## src/rtl/rx_media4_pkg.sv

```systemverilog
// Shared constants for rx_media4: state encodings, widths, and the
// command/condition bundles exchanged between control and operative parts.
package rx_media4_pkg;

    localparam int DATA_W = 8;
    localparam int GROUP  = 4;
    localparam int ACC_W  = 10;
    localparam int CNT_W  = 2;

    typedef enum logic [2:0] {
        R0 = 3'd0,
        R1 = 3'd1,
        T0 = 3'd2,
        T1 = 3'd3,
        T2 = 3'd4
    } star_t;

    typedef struct packed {
        logic capture;
        logic rfd_up;
        logic load_media;
        logic dav_down;
        logic dav_up_clr;
    } cmd_t;

    typedef struct packed {
        logic c0;
        logic c1;
        logic c2;
    } cond_t;

endpackage

```

## src/rtl/rx_media4_if.sv

```systemverilog
// Upstream byte link and downstream result link of rx_media4.
interface rx_media4_if;
    import rx_media4_pkg::*;

    logic [DATA_W-1:0] byte_in;
    logic              dav_;
    logic              rfd;
    logic [DATA_W-1:0] media;
    logic              out_dav_;
    logic              out_rfd;

    modport slave (
        input  byte_in, dav_, out_rfd,
        output rfd, media, out_dav_
    );

    modport master (
        output byte_in, dav_, out_rfd,
        input  rfd, media, out_dav_
    );

endinterface

```

## src/rtl/rx_media4_pc.sv

```systemverilog
// Control part: the STAR sequencer that walks receive (R*) and transmit (T*)
// phases and issues Mealy-style commands to the operative part.
module rx_media4_pc
    import rx_media4_pkg::*;
(
    input  logic  clock,
    input  logic  reset_,
    input  cond_t cond,
    output cmd_t  cmd
);

    star_t star, star_nxt;

    always_ff @(posedge clock or negedge reset_) begin
        if (!reset_)
            star <= R0;
        else
            star <= star_nxt;
    end

    always_comb begin
        star_nxt = star;
        cmd      = '0;
        unique case (star)
            R0: begin
                if (cond.c0) begin
                    cmd.capture = 1'b1;
                    star_nxt    = R1;
                end
            end
            R1: begin
                // Waiting for dav_ to rise is what prevents double captures.
                if (!cond.c0) begin
                    cmd.rfd_up = 1'b1;
                    if (cond.c1) begin
                        cmd.load_media = 1'b1;
                        star_nxt       = T0;
                    end else begin
                        star_nxt = R0;
                    end
                end
            end
            T0: begin
                cmd.dav_down = 1'b1;
                star_nxt     = T1;
            end
            T1: begin
                if (!cond.c2) begin
                    cmd.dav_up_clr = 1'b1;
                    star_nxt       = T2;
                end
            end
            T2: begin
                if (cond.c2)
                    star_nxt = R0;
            end
            default: star_nxt = R0;
        endcase
    end

endmodule

```

## src/rtl/rx_media4_po.sv

```systemverilog
// Operative part: accumulator, group counter, mean register and the two
// handshake output registers, all steered by commands from the control part.
module rx_media4_po
    import rx_media4_pkg::*;
(
    input  logic              clock,
    input  logic              reset_,
    input  logic [DATA_W-1:0] byte_in,
    input  logic              dav_,
    input  logic              out_rfd,
    input  cmd_t              cmd,
    output cond_t             cond,
    output logic              rfd,
    output logic [DATA_W-1:0] media,
    output logic              out_dav_
);

    logic [ACC_W-1:0] acc;
    logic [CNT_W-1:0] cnt;

    // Sum of GROUP bytes divided by GROUP, dropping the fraction.
    function automatic logic [DATA_W-1:0] trunc_mean(input logic [ACC_W-1:0] sum);
        return DATA_W'(sum >> $clog2(GROUP));
    endfunction

    always_ff @(posedge clock or negedge reset_) begin
        if (!reset_) begin
            acc      <= '0;
            cnt      <= '0;
            media    <= '0;
            rfd      <= 1'b1;
            out_dav_ <= 1'b1;
        end else begin
            if (cmd.capture) begin
                acc <= acc + ACC_W'(byte_in);
                cnt <= cnt + 1'b1;
                rfd <= 1'b0;
            end
            if (cmd.rfd_up)
                rfd <= 1'b1;
            if (cmd.load_media)
                media <= trunc_mean(acc);
            if (cmd.dav_down)
                out_dav_ <= 1'b0;
            if (cmd.dav_up_clr) begin
                out_dav_ <= 1'b1;
                acc      <= '0;
            end
        end
    end

    // cnt wraps to zero exactly when the fourth byte of a group has been taken.
    assign cond.c0 = ~dav_;
    assign cond.c1 = (cnt == '0);
    assign cond.c2 = out_rfd;

endmodule

```

## src/rtl/rx_media4.sv

```systemverilog
// Four-sample truncated-mean receiver: consumes bytes on a dav_/rfd link and
// forwards each group mean on a second dav_/rfd link, stalling upstream meanwhile.
module rx_media4
    import rx_media4_pkg::*;
(
    input  logic         clock,
    input  logic         reset_,
    rx_media4_if.slave   bus
);

    cmd_t  cmd;
    cond_t cond;

    rx_media4_pc u_pc (
        .clock  (clock),
        .reset_ (reset_),
        .cond   (cond),
        .cmd    (cmd)
    );

    rx_media4_po u_po (
        .clock    (clock),
        .reset_   (reset_),
        .byte_in  (bus.byte_in),
        .dav_     (bus.dav_),
        .out_rfd  (bus.out_rfd),
        .cmd      (cmd),
        .cond     (cond),
        .rfd      (bus.rfd),
        .media    (bus.media),
        .out_dav_ (bus.out_dav_)
    );

endmodule

```

## src/flat_wrapper.sv

```systemverilog
// flat-port wrapper written by rule: the top's interface ports become plain ports
module rx_media4_flat import rx_media4_pkg::*;
  (clock, reset_, bus_byte_in, bus_dav_, bus_out_rfd, bus_rfd, bus_media, bus_out_dav_);
  rx_media4_if bus_i ();
  input  logic clock;
  input  logic reset_;
  input wire logic [$bits(bus_i.byte_in)-1:0] bus_byte_in;
  input wire logic [$bits(bus_i.dav_)-1:0] bus_dav_;
  input wire logic [$bits(bus_i.out_rfd)-1:0] bus_out_rfd;
  output wire logic [$bits(bus_i.rfd)-1:0] bus_rfd;
  output wire logic [$bits(bus_i.media)-1:0] bus_media;
  output wire logic [$bits(bus_i.out_dav_)-1:0] bus_out_dav_;
  assign bus_i.byte_in = bus_byte_in;
  assign bus_i.dav_ = bus_dav_;
  assign bus_i.out_rfd = bus_out_rfd;
  assign bus_rfd = bus_i.rfd;
  assign bus_media = bus_i.media;
  assign bus_out_dav_ = bus_i.out_dav_;
  rx_media4 u_core (.clock(clock), .reset_(reset_), .bus(bus_i));
endmodule
```

## config.mk

```make
export PLATFORM = sky130hd
export DESIGN_NAME = rx_media4_flat
export DESIGN_NICKNAME = d
export VERILOG_FILES = /design/src/rtl/rx_media4_pkg.sv /design/src/rtl/rx_media4_if.sv /design/src/rtl/rx_media4_pc.sv /design/src/rtl/rx_media4_po.sv /design/src/rtl/rx_media4.sv /design/src/flat_wrapper.sv
export SDC_FILE = /design/constraint.sdc
export NUM_CORES = 1
export LEC_CHECK = 0
export ABC_AREA = 1
export BUFFER_PORTS_ARGS = -buffer_cell sky130_fd_sc_hd__buf_2
export CAP_MARGIN = 20
export CORE_MARGIN = 5
export CORE_UTILIZATION = 45
export DETAILED_ROUTE_END_ITERATION = 8
export GPL_TIMING_DRIVEN = 0
export PLACE_DENSITY = 0.68
export SYNTH_ARGS = -nofsm -noshare
export SYNTH_HDL_FRONTEND = slang
export SYNTH_HIERARCHICAL = 1
export SYNTH_SLANG_ARGS = --single-unit
```

## constraint.sdc

```tcl
create_clock -name clock -period 4.7 [get_ports clock]
set_input_delay 0.235 -clock clock [delete_from_list [all_inputs] [get_ports clock]]
set_output_delay 0.235 -clock clock [all_outputs]
set_load 0.01 [all_outputs]
```

==> flow_summary.ini <==
[route]
via_per_inst = 4.940
drt_first_pass_iters = 4
wl_per_cell_um = 11.17
num_vias = 1240
wl_um = 2804
drc_errors = 0
detail_route.iter0.violations = 34
antenna_left = 0

[timing]
slew_headroom_pct = 62.81
setup_slack_ps = 2938
fmax_ghz = 0.5674
fin_worst_skew_ps = 6.969
final_max_slew_viol_count = 0
min_period_ps = 1762
worst_pin_slew_ps = 557.9
timing_hold_violations_final = 0
setup_tns_ps = 0
period_share_pct = 37.50
rsz0062_at_grt = no
worst_hold_slack_ps = 77.77
final-setup-viol-count = 0

[synthesis]
ys_seq_area_share_pct = 43.16
synth_cell_types = 26
syn_area_um2 = 1455
syn_nets = 204
post_synth_inst_count = 182
synth-seq-cells = 25
synth_area_per_cell_um2 = 7.995
ys.warnings.count = 6

[clocking]
insertion_delay_ps = 320
cts_made_buffers = 3
root_buffer = clkbuf_4
htreeDepth = 1
cts.clk_slew.worst_paths_ps = 150
post_cts_buffers = 0
cts_buffer_depth = 2
cts_tree = yes
clock-sinks = 25

[pwr]
power.net_switching_w = 0.0004619
ir_drop_uv = 265.2
seq_power_share_pct = 37.5
swShare_pct = 43.91
powerDensity_nw_per_um2 = 637.4
p_int_w = 0.0005901
p_leak_nw = 0.8908
pwr-share-clk_pct = 9.4
comb_power_share_pct = 53.1

[finish]
syn2layout_area_growth_pct = 13.41
drive_gt1_share_pct = 17.39
layout.cells.non_filler = 251
diodes = 0
nNetsFinal = 230

[grt]
grt_pass1_wl_um = 4788
grt_use_total_pct = 13.82
antenna_found_initial = 0
grt_pass1_vias = 1156
grt_start_max_net_pins = 26
gr-total-overflow = 0

[floorplanning]
die-area_um2 = 4471
ios = 22
die_x_um = 66.87
rows = 20
die_y_um = 66.87
initial_core_util_pct = 47.28
core_region_area_um2 = 3078

[outcome]
status = finished, final reports clean

[setup_path]
crit_required_ps = 4940
start_kind = flip-flop
arrival_ps = 2000
path_max_fanout = 7
path_class = reg2reg
r2r.worst_path.cells = 7
critical_path.endpoint_type = flip-flop

[placement]
dp_cells = 246
dp_slack_ps = 2966
port_buffers = 20
dp_hpwl_um = 2274
finalWeightedCongestion = 0.8315

[worst_hold_path]
whs_path_depth = 2
hold_class = in2reg

[run]
drv_cap = 0
[sequential cells by signal, summed over array words and instances, names as in the netlist]
| register | cells |
|---|---|
| u_core/u_pc/star | 3 |
| u_core/u_po/acc | 10 |
| u_core/u_po/cnt | 2 |
| u_core/u_po/media | 8 |
| u_core/u_po/out_dav_ | 1 |
| u_core/u_po/rfd | 1 |
[power groups by stage]
stage	logic [W]	clock network [W]	registers, W
3_5_place_dp	0.000563	0	0.000401
3_3_place_gp	0.000546	0	0.000395
6_report	0.000559	0.0000989	0.000394
2_1_floorplan	0.000403	0	0.000408
4_1_cts	0.000565	0.000104	0.000396
5_1_grt	0.000644	0.000115	0.000408
[synthesized netlist by cell type]
master	number	area share (%)
fa_1	1	1.4
dfstp_2	2	3.6
inv_1	25	6.4
xnor2_1	2	1.2
inv_2	1	0.26
nand2_1	45	12
nand3_1	16	5.5
mux2_2	4	3.1
or2_0	1	0.43
a21boi_0	1	0.52
buf_2	1	0.34
o22ai_1	4	1.7
nand3b_1	2	1.0
dfrtp_1	23	40
o21ai_0	3	1.0
o21bai_1	1	0.52
a21oi_1	11	3.8
nand2_2	1	0.43
a22o_1	1	0.60
xor2_1	2	1.2
buf_4	1	0.52
nor2_2	2	0.86
nor2_1	19	4.9
or2_1	1	0.43
ha_1	9	7.7
nand4_1	3	1.3
[placed cells by master, fill, tap and decap left out, types with 2 or more instances in the layout]
| cell | Yosys | layout |
|---|---|---|
| nand3_1 | 16 | 16 |
| buf_2 | 1 | 21 |
| mux2_2 | 4 | 4 |
| clkbuf_4 | 0 | 3 |
| nand2_1 | 45 | 45 |
| nand4_1 | 3 | 3 |
| nand3b_1 | 2 | 2 |
| nor2_2 | 2 | 2 |
| nor2_1 | 19 | 19 |
| dfstp_2 | 2 | 2 |
| a21oi_1 | 11 | 11 |
| ha_1 | 9 | 9 |
| xnor2_1 | 2 | 2 |
| o22ai_1 | 4 | 4 |
| xor2_1 | 2 | 2 |
| inv_1 | 25 | 25 |
| dfrtp_1 | 23 | 23 |
| o21ai_0 | 3 | 3 |
[path summary, 6_finish.rpt]
kind	start	end	slack (ps)
max in group asynchronous	reset_	u_core/u_po/rfd	3910
worst max-delay path	u_core/u_pc/star[0]	u_core/u_po/acc[2]	2940
min in group asynchronous	reset_	u_core/u_po/acc[3]	420
worst max register to register	u_core/u_pc/star[0]	u_core/u_po/acc[2]	2940
worst min-delay path	bus_out_rfd	u_core/u_pc/star[2]	80
worst min register to register	u_core/u_po/rfd	u_core/u_po/rfd	470
[worst max-delay path, stage by stage (launching register included)]
cell	delay (ps)
dfrtp_1	470
nor2_1	160
nand2_1	80
nor2_1	320
nor2_2	140
nor2_2	210
inv_1	140
o22ai_1	170
[cell type report]
cell class	instances	area, um^2
clock inverters	1	7.507
clock buffers	3	22.52
fillers	309	1428
inverters	26	97.59
multi-input cells	129	716.9
well taps	44	55.05
flip-flops and latches	25	628.1
repair buffers	21	110.1
plain buffers	2	12.51
[through the flow]
stage	utilization (%)	power, W	cell area [um^2]
2_1_floorplan	-	0.0008110	1455
3_3_place_gp	52.32	0.0009410	1610
3_5_place_dp	52.32	0.0009635	1610
4_1_cts	53.62	0.001066	1650
5_1_grt	53.62	0.001167	1650
6_report	53.62	0.001052	1650
[metal layers]
layer | track usage [%] | share of wire (%)
met5 | 0 | 0
met1 | 16.91 | 46
met3 | 2.867 | 4.9
met4 | 2.278 | 0.50
met2 | 25.12 | 49
[cells by family after synthesis]
kind of cell,Yosys count,share of synthesized area [%]
compound gates,21,8.168
mux,4,3.095
buf+inv,28,7.566
fa+ha+maj,10,9.115
flops,25,43.16
xor+xnor,4,2.408
simple gates,90,26.48
[timing repair]
action,4_1_cts,5_1_grt
endpoints found under the hold margin,23,0
hold buffers,1,0
resized for setup,0,0
Power figures use the tool's default switching activity.
